File: config.mk
export PLATFORM = sky130hd
export DESIGN_NAME = piso_tx_scheduler
export DESIGN_NICKNAME = d
export VERILOG_FILES = /design/src/rtl/piso_tx_scheduler.sv
export SDC_FILE = /design/constraint.sdc
export NUM_CORES = 1
export LEC_CHECK = 0
export BUFFER_PORTS_ARGS = -buffer_cell sky130_fd_sc_hd__buf_2
export CAP_MARGIN = 5
export CELL_PAD_IN_SITES_DETAIL_PLACEMENT = 1
export CELL_PAD_IN_SITES_GLOBAL_PLACEMENT = 2
export CORE_MARGIN = 1
export CORE_UTILIZATION = 24
export CTS_CLUSTER_SIZE = 16
export DETAILED_ROUTE_END_ITERATION = 12
export MAX_ROUTING_LAYER = met4
export PLACE_DENSITY = 0.73
export REMOVE_ABC_BUFFERS = 1
export SYNTH_ARGS = -nofsm -noshare
export SYNTH_HDL_FRONTEND = slang
export SYNTH_SLANG_ARGS = --single-unit
File: constraint.sdc
create_clock -name clk -period 2.1 [get_ports clk]
set_clock_uncertainty 0.1 [all_clocks]
set_input_delay 0.315 -clock clk [delete_from_list [all_inputs] [get_ports clk]]
set_output_delay 0.315 -clock clk [all_outputs]
set_load 0.005 [all_outputs]
File: src/rtl/piso_tx_scheduler.sv
// Round-robin scheduler feeding one shared LSB-first PISO shifter.
// Each frame is tagged with valid/last/source strobes and followed by GAP_CYCLES idle cycles.
module piso_tx_scheduler #(
  parameter int DATA_WIDTH = 16,
  parameter int NUM_REQ    = 4,
  parameter int GAP_CYCLES = 1,
  parameter int SRC_W      = (NUM_REQ > 1) ? $clog2(NUM_REQ) : 1
) (
  input  logic                            clk,
  input  logic                            resetn,
  input  logic [NUM_REQ-1:0]              req_valid,
  input  logic [NUM_REQ*DATA_WIDTH-1:0]   req_data,
  output logic [NUM_REQ-1:0]              req_ready,
  output logic                            dout,
  output logic                            dout_valid,
  output logic                            dout_last,
  output logic [SRC_W-1:0]                dout_src,
  output logic                            busy
);

  localparam int CNT_W = $clog2(DATA_WIDTH);
  localparam int GAP_W = (GAP_CYCLES > 1) ? $clog2(GAP_CYCLES) : 1;

  localparam logic [1:0] IDLE  = 2'd0;
  localparam logic [1:0] SHIFT = 2'd1;
  localparam logic [1:0] GAP   = 2'd2;

  logic [1:0]            state;
  logic [DATA_WIDTH-1:0] shreg;
  logic [CNT_W-1:0]      bitcnt;
  logic [GAP_W-1:0]      gapcnt;
  logic [SRC_W-1:0]      ptr;

  logic [SRC_W-1:0]      grant_idx;
  logic [SRC_W-1:0]      cand;
  logic                  found;
  logic                  grant_en;
  logic                  grant;
  logic                  last_bit;

  assign last_bit = (state == SHIFT) && (bitcnt == CNT_W'(DATA_WIDTH - 1));

  // With no gap, the next winner is loaded on the same edge that retires the last bit.
  assign grant_en = resetn && ((state == IDLE) || ((GAP_CYCLES == 0) && last_bit));
  assign grant    = grant_en && found;

  // Search starts at ptr and wraps; the first pending requester wins.
  always_comb begin
    // NOTE: every variable gets a default before any branch, so no latch is inferred.
    grant_idx = '0;
    cand      = '0;
    found     = 1'b0;
    for (int k = 0; k < NUM_REQ; k++) begin
      cand = SRC_W'((int'(ptr) + k) % NUM_REQ);
      if (!found && req_valid[cand]) begin
        grant_idx = cand;
        found     = 1'b1;
      end
    end
  end

  always_comb begin
    req_ready = '0;
    if (grant) req_ready[grant_idx] = 1'b1;
  end

  assign dout_valid = (state == SHIFT);
  assign dout       = dout_valid & shreg[0];
  assign dout_last  = last_bit;
  assign busy       = (state != IDLE);

  // NOTE: synchronous reset -- resetn is sampled only at the clock edge.
  always_ff @(posedge clk) begin
    if (!resetn) begin
      // NOTE: state elements use non-blocking assignments so every register sees pre-edge values.
      state    <= IDLE;
      shreg    <= '0;
      bitcnt   <= '0;
      gapcnt   <= '0;
      ptr      <= '0;
      dout_src <= '0;
    end else if (grant) begin
      shreg    <= req_data[int'(grant_idx) * DATA_WIDTH +: DATA_WIDTH];
      dout_src <= grant_idx;
      bitcnt   <= '0;
      ptr      <= (int'(grant_idx) == NUM_REQ - 1) ? '0 : grant_idx + 1'b1;
      state    <= SHIFT;
    end else begin
      case (state)
        SHIFT: begin
          shreg <= shreg >> 1;
          if (last_bit) begin
            bitcnt <= '0;
            gapcnt <= '0;
            state  <= (GAP_CYCLES > 0) ? GAP : IDLE;
          end else begin
            bitcnt <= bitcnt + 1'b1;
          end
        end
        GAP: begin
          if (int'(gapcnt) == GAP_CYCLES - 1) state <= IDLE;
          else                                gapcnt <= gapcnt + 1'b1;
        end
        default: ;
      endcase
    end
  end

endmodule

Word-level counts from Yosys, hierarchy flattened:

Index checks and enable logic that the tools add are counted.
Widths: inputs -> output; s select.

* add/subtract/negate cells: 6
* multipliers: 0
* div/mod/pow operators: 0
* $lt $le $gt $ge: 6
* equality and inequality tests: 8
* shift operators: 1
* mux-type cells: 30
* bitwise operators: 3
* reduce and logical (&&, ||, !) cells: 19

Operator list (number)
* $shiftx 64x7->16: 1
* $mux 16: 2
* $lt 2x3->1 const B: 5
* $mux 2: 7
* $mux 1: 12
* $reduce_and 3->1: 3
* $bmux 1 s2: 4
* $mux 4: 2
* $logic_and 1x1->1: 7
* $reduce_bool 2->1: 3
* $add 2x1->2 const B: 2
* $add 2x2->2 const B: 2
* $add 4x1->4 const B: 1
* $eq 2x1->1 const B: 2
* $eq 4x4->1 const B: 1
* $pmux 2 s2: 1
* $logic_not 1->1: 3
* $ne 3x1->1 const B: 1
* $ne 3x3->1 const B: 1
* $reduce_bool 3->1: 1
* $demux 1 s2: 1
* $eq 2x2->1 const B: 1
* $ge 2x1->1 const B: 1
* $logic_not 2->1: 1
* 7 further kinds: 8

* register bits after elaboration: 27
* bits in latches: 0
* RAM bits: 0
* ROM bits: 0
* input bits: 70
* output and inout bits: 10
* word-level logic and storage cells: 80
* memories: 0

Logic depth before layout (Yosys ltp):

* depth in word-level cells: 17
* depth in mapped cells: 8
* depth with buffers taken out: 7

Worst setup path before layout:

No wires, ideal clock.

* path kind: register to output
* from: register ptr[1]
* to: output port req_ready[0]
* data arrival time: 1.818 ns
* data required time: 1.685 ns
* path slack: -0.133 ns
* stages on the path, launching flop included: 9
* path buffers: 3
* cells stage by stage: dfxtp_1 > clkbuf_1 > or4_1 > buf_4 > nand2_4 > buf_6 > inv_1 > ha_1 > and3_1

* cells in the longest elaborated chain, start to end: 17
* elaborated cells between the ends (all ways): 32
* those cells by class: add/sub (3); order compare (2); mux (19); reduce/logical (8)

Ends and longest elaborated chain
* from (decl): line 32 `logic [SRC_W-1:0] ptr;`
* from (signal assigned): line 86 `ptr <= (int'(grant_idx) == NUM_REQ - 1) ? '0 : grant_idx + 1'b1;`
* branches (longest 11 deep; another with $add 2x1->2)
* $mux 2 *: line 55 `if (!found && req_valid[cand]) begin`
* via grant_idx[0]: line 34 `logic [SRC_W-1:0] grant_idx;`
* $lt 2x3->1 (implied by the code) / $ge 2x1->1 (equally long branches): line 64 `if (grant) req_ready[grant_idx] = 1'b1;`
* $logic_and 1x1->1 (implied by the code): line 64
* $mux 1 (implied by the code): line 64
* $demux 1 s2 *: line 64
* $mux 4 *: line 64
* to (decl): line 13 `output logic [NUM_REQ-1:0] req_ready,`

Mark *: on every way through the listed nets, which the timed path passes. The select of a mux whose other input is x is not followed.

Worst setup path after layout:

* from: register ptr[0]
* to: output port req_ready[3]

* cells in the longest elaborated chain, start to end: 17
* elaborated cells between the ends (all ways): 32
* those cells by class: add/sub (3); order compare (2); mux (19); reduce/logical (8)

Ends and longest elaborated chain (line)
* branches (longest 16 deep; another with $lt 2x3->1)
* $mux 4 *: 64

Every way passes the cells marked *. The select of a mux whose other input is x is not followed.

==> impl_metrics.py <==
metrics = {
    "run_status": {
        "status": "finished, violations left",
        "violations": "setup timing",
    },
    "cts": {
        "insertion_delay_ns": 0.27,
        "cts_buffer_depth": 2,
        "cts_buffers": 3,
        "clk_root_buffer_cell": "clkbuf_8",
        "htreeDepth": 1,
        "holdBufCountCts": 0,
        "clk_pin_slew_worst_paths_ns": 0.10,
        "tritoncts": "built",
        "clkSinkCount": 26,
    },
    "drt": {
        "via_per_inst": 4.91,
        "wirelength_mm": 6.55,
        "dr_total_vias": 2074,
        "drt-wirelength-per-cell_um": 15.5,
        "route.detailed.drc": 0,
        "dr.pass1.iters": 4,
        "drtIter0Drc": 103,
        "postRouteAntennaNets": 0,
    },
    "job": {
        "cap_viol_max_count": 0,
    },
    "yosys": {
        "synth_top_area_share_pct": 28.1,
        "synth_cells": 218,
        "synth-edff-count": 0,
        "syn_avg_cell_area_um2": 8.50,
        "synthTopCellsByCount": "28 x nand2_1, 26 x dfxtp_1, 24 x mux2i_1",
        "synth_cell_type_count": 46,
        "ys_seq_area_share_pct": 28.1,
        "synthFlopType": "dfxtp_1",
        "async_flop_share_pct": 0,
        "ys_ff_latch": 26,
        "synth_area_um2": 1850,
        "yosysWarnings": 0,
        "synth_most_common_cell": "nand2_1",
        "synth_area_leader_cell": "dfxtp_1",
        "synth_top_cells_by_area": "dfxtp_1 28%, mux2i_1 13%, o221ai_1 8.5%, nand2_1 5.7%, ha_1 3.4%",
    },
    "place": {
        "place_congestion": 0.836,
        "dp_hpwl_mm": 4.97,
        "dp_cells": 412,
        "io_buffers": 79,
    },
    "power": {
        "combPwrFrac_pct": 41.4,
        "ir_worst_vdd_mv": 0.236,
        "seqPwrFrac_pct": 36.9,
        "power_density_nw_per_um2": 552,
        "p_switching_uw": 507,
        "p_leak_uw": 0.00125,
        "p_clk_share_pct": 21.7,
        "power.internal_uw": 1060,
        "switching_share_pct": 32.4,
    },
    "sta": {
        "fmax_ghz": 0.442,
        "maxSlewHeadroom_pct": 72.6,
        "post-route-min-period_ns": 2.26,
        "tns_ns": -0.615,
        "drv_slew": 0,
        "finalHoldViolations": 0,
        "worst_slack_ns": -0.165,
        "setup_viol": 4,
        "rsz0062_at_grt": "true",
        "fin_crit_sh_pct": 108,
        "worstMarginPinSlew_ns": 0.410,
    },
    "cells_and_area": {
        "multi_input_comb_area_um2": 1330,
        "nFillCells": 905,
        "n_antenna_cell": 0,
        "seq_area_um2": 523,
        "nets": 399,
        "drive_above_1_share_pct": 44.9,
        "area_growth_pct": 53.1,
        "instances_no_fill": 422,
    },
    "floorplanning": {
        "initial_core_util_pct": 25.1,
        "pin_count": 80,
        "fp.dieW_um": 89.9,
        "placement_rows": 31,
        "die_h_um": 89.9,
        "coreArea_um2": 7370,
        "die_area_um2": 8080,
    },
    "worst_setup_path": {
        "critPathKind": "reg -> out",
        "crit_arrival_ns": 1.85,
        "reg2regPathDepth": 8,
        "start_kind": "flip-flop",
        "worstReg2RegEnd": "shreg[6]$_SDFFE_PN0P_",
        "worstPathRequired_ns": 1.68,
        "r2r_setup_slack_ns": 0.06,
        "crit_fanout": 4,
        "r2r-start": "ptr[0]$_SDFFE_PN0N_",
        "endpoint_kind": "primary output",
    },
    "global_routing": {
        "first_global_vias": 2089,
        "gr-max-usage-layer": "met2",
        "antenna_found_initial": 0,
        "grt_max_degree": 30,
        "grt_pass1_wl_mm": 10.4,
        "met3_usage_pct": 2.71,
        "grtUsageTotal_pct": 16.4,
        "grtUsageMet2_pct": 27.4,
        "grtUsageMet1_pct": 21.6,
        "grt-ovfl-total": 0,
    },
    "worst_hold_path": {
        "hold_start": "req_data[16]",
        "hold_end": "shreg[0]$_SDFFE_PN0P_",
        "hold_class": "in -> reg",
        "min_path_cells": 3,
    },
}
==> worst max-delay path, cell delays in order (launching register included) <==
cell     delay (ns)
dfxtp_2        0.36
nor2b_2        0.05
or4_4          0.56
nand2_4        0.12
buf_6          0.12
ha_4           0.11
and3_4         0.17
buf_6          0.09
==> power by group through the flow <==
stage / combinational (uW) / clock [uW] / sequential [uW]
3_5_place_dp: 570 / 0 / 586
2_1_floorplan: 290 / 0 / 583
6_report: 648 / 340 / 578
4_1_cts: 585 / 347 / 577
5_1_grt: 707 / 373 / 585
3_3_place_gp: 557 / 0 / 586
==> repair_timing <==
action / 4_1_cts / 5_1_grt
resized for setup: 2 / 35
buffers inserted: 4 / 4
setup endpoints to repair: 4 / 18
endpoints found under the hold margin: 0 / 0
pin swaps: 2 / 3
==> placed cells by master, fill, tap and decap left out, drive strengths merged, types with 5 or more instances in the layout <==
cell type and instances:
dfxtp 26, a21oi 5, a21boi 8, mux2i 24
and2 7, a22o 5, ha 5, a32o 5
inv 9, and3 7, nor2 9, buf 115
o221ai 20, nand2 29
==> layer usage <==
metal | share of wire, % | vias up | wire [um]
met5 | 0 | - | 0
met4 | 0.38 | 0 | 25
met3 | 3.8 | 2 | 251
met2 | 49 | 50 | 3190
met1 | 47 | 990 | 3080
li1 | - | 1032 | -
==> layout make-up <==
| cell class | count | area share, % |
|---|---|---|
| well taps | 99 | 4.37 |
| multi-input cells | 168 | 47.0 |
| clock buffers | 4 | 1.94 |
| inverters | 10 | 1.54 |
| flip-flops and latches | 26 | 18.4 |
| repair buffers | 115 | 26.7 |
==> state kept, by name (all words and copies together), names as in the netlist <==
signal	cells
state	2
ptr	2
bitcnt	4
shreg	16
dout_src	2
==> logic make-up after synthesis <==
kind of cell | count (synthesis) | synth area share (%)
compound gates | 63 | 27.5
xor+xnor | 1 | 0.473
fa+ha+maj | 5 | 3.38
buf+inv | 24 | 6.28
flops | 26 | 28.1
mux | 25 | 13.6
simple gates | 74 | 20.7
==> stage by stage <==
step	hold WS, ns	instance area, um2	power [uW]	utilization, %	setup slack (ns)
2_1_floorplan	0.331	1770	872	-	-0.328
3_3_place_gp	0.352	2570	1140	34.9	-0.112
3_5_place_dp	0.351	2570	1160	34.9	-0.145
4_1_cts	0.231	2660	1510	36.1	-0.160
5_1_grt	0.233	2840	1670	38.5	-0.229
6_report	0.227	2840	1570	38.5	-0.165
==> how the worst max path moves through the flow <==
stage | from | to | slack (ns) | depth (start not counted)
final | ptr[0]$_SDFFE_PN0N_ | req_ready[3] | -0.16 | 7
after global routing | ptr[1]$_SDFFE_PN0N_ | req_ready[2] | -0.23 | 8
after CTS | ptr[0]$_SDFFE_PN0N_ | req_ready[0] | -0.16 | 7
after detailed placement | req_valid[2] | req_ready[2] | -0.14 | 8
after global placement | req_valid[2] | req_ready[0] | -0.11 | 8
after floorplan | req_valid[2] | req_ready[0] | -0.33 | 6
(Power assumes the default switching activity.)
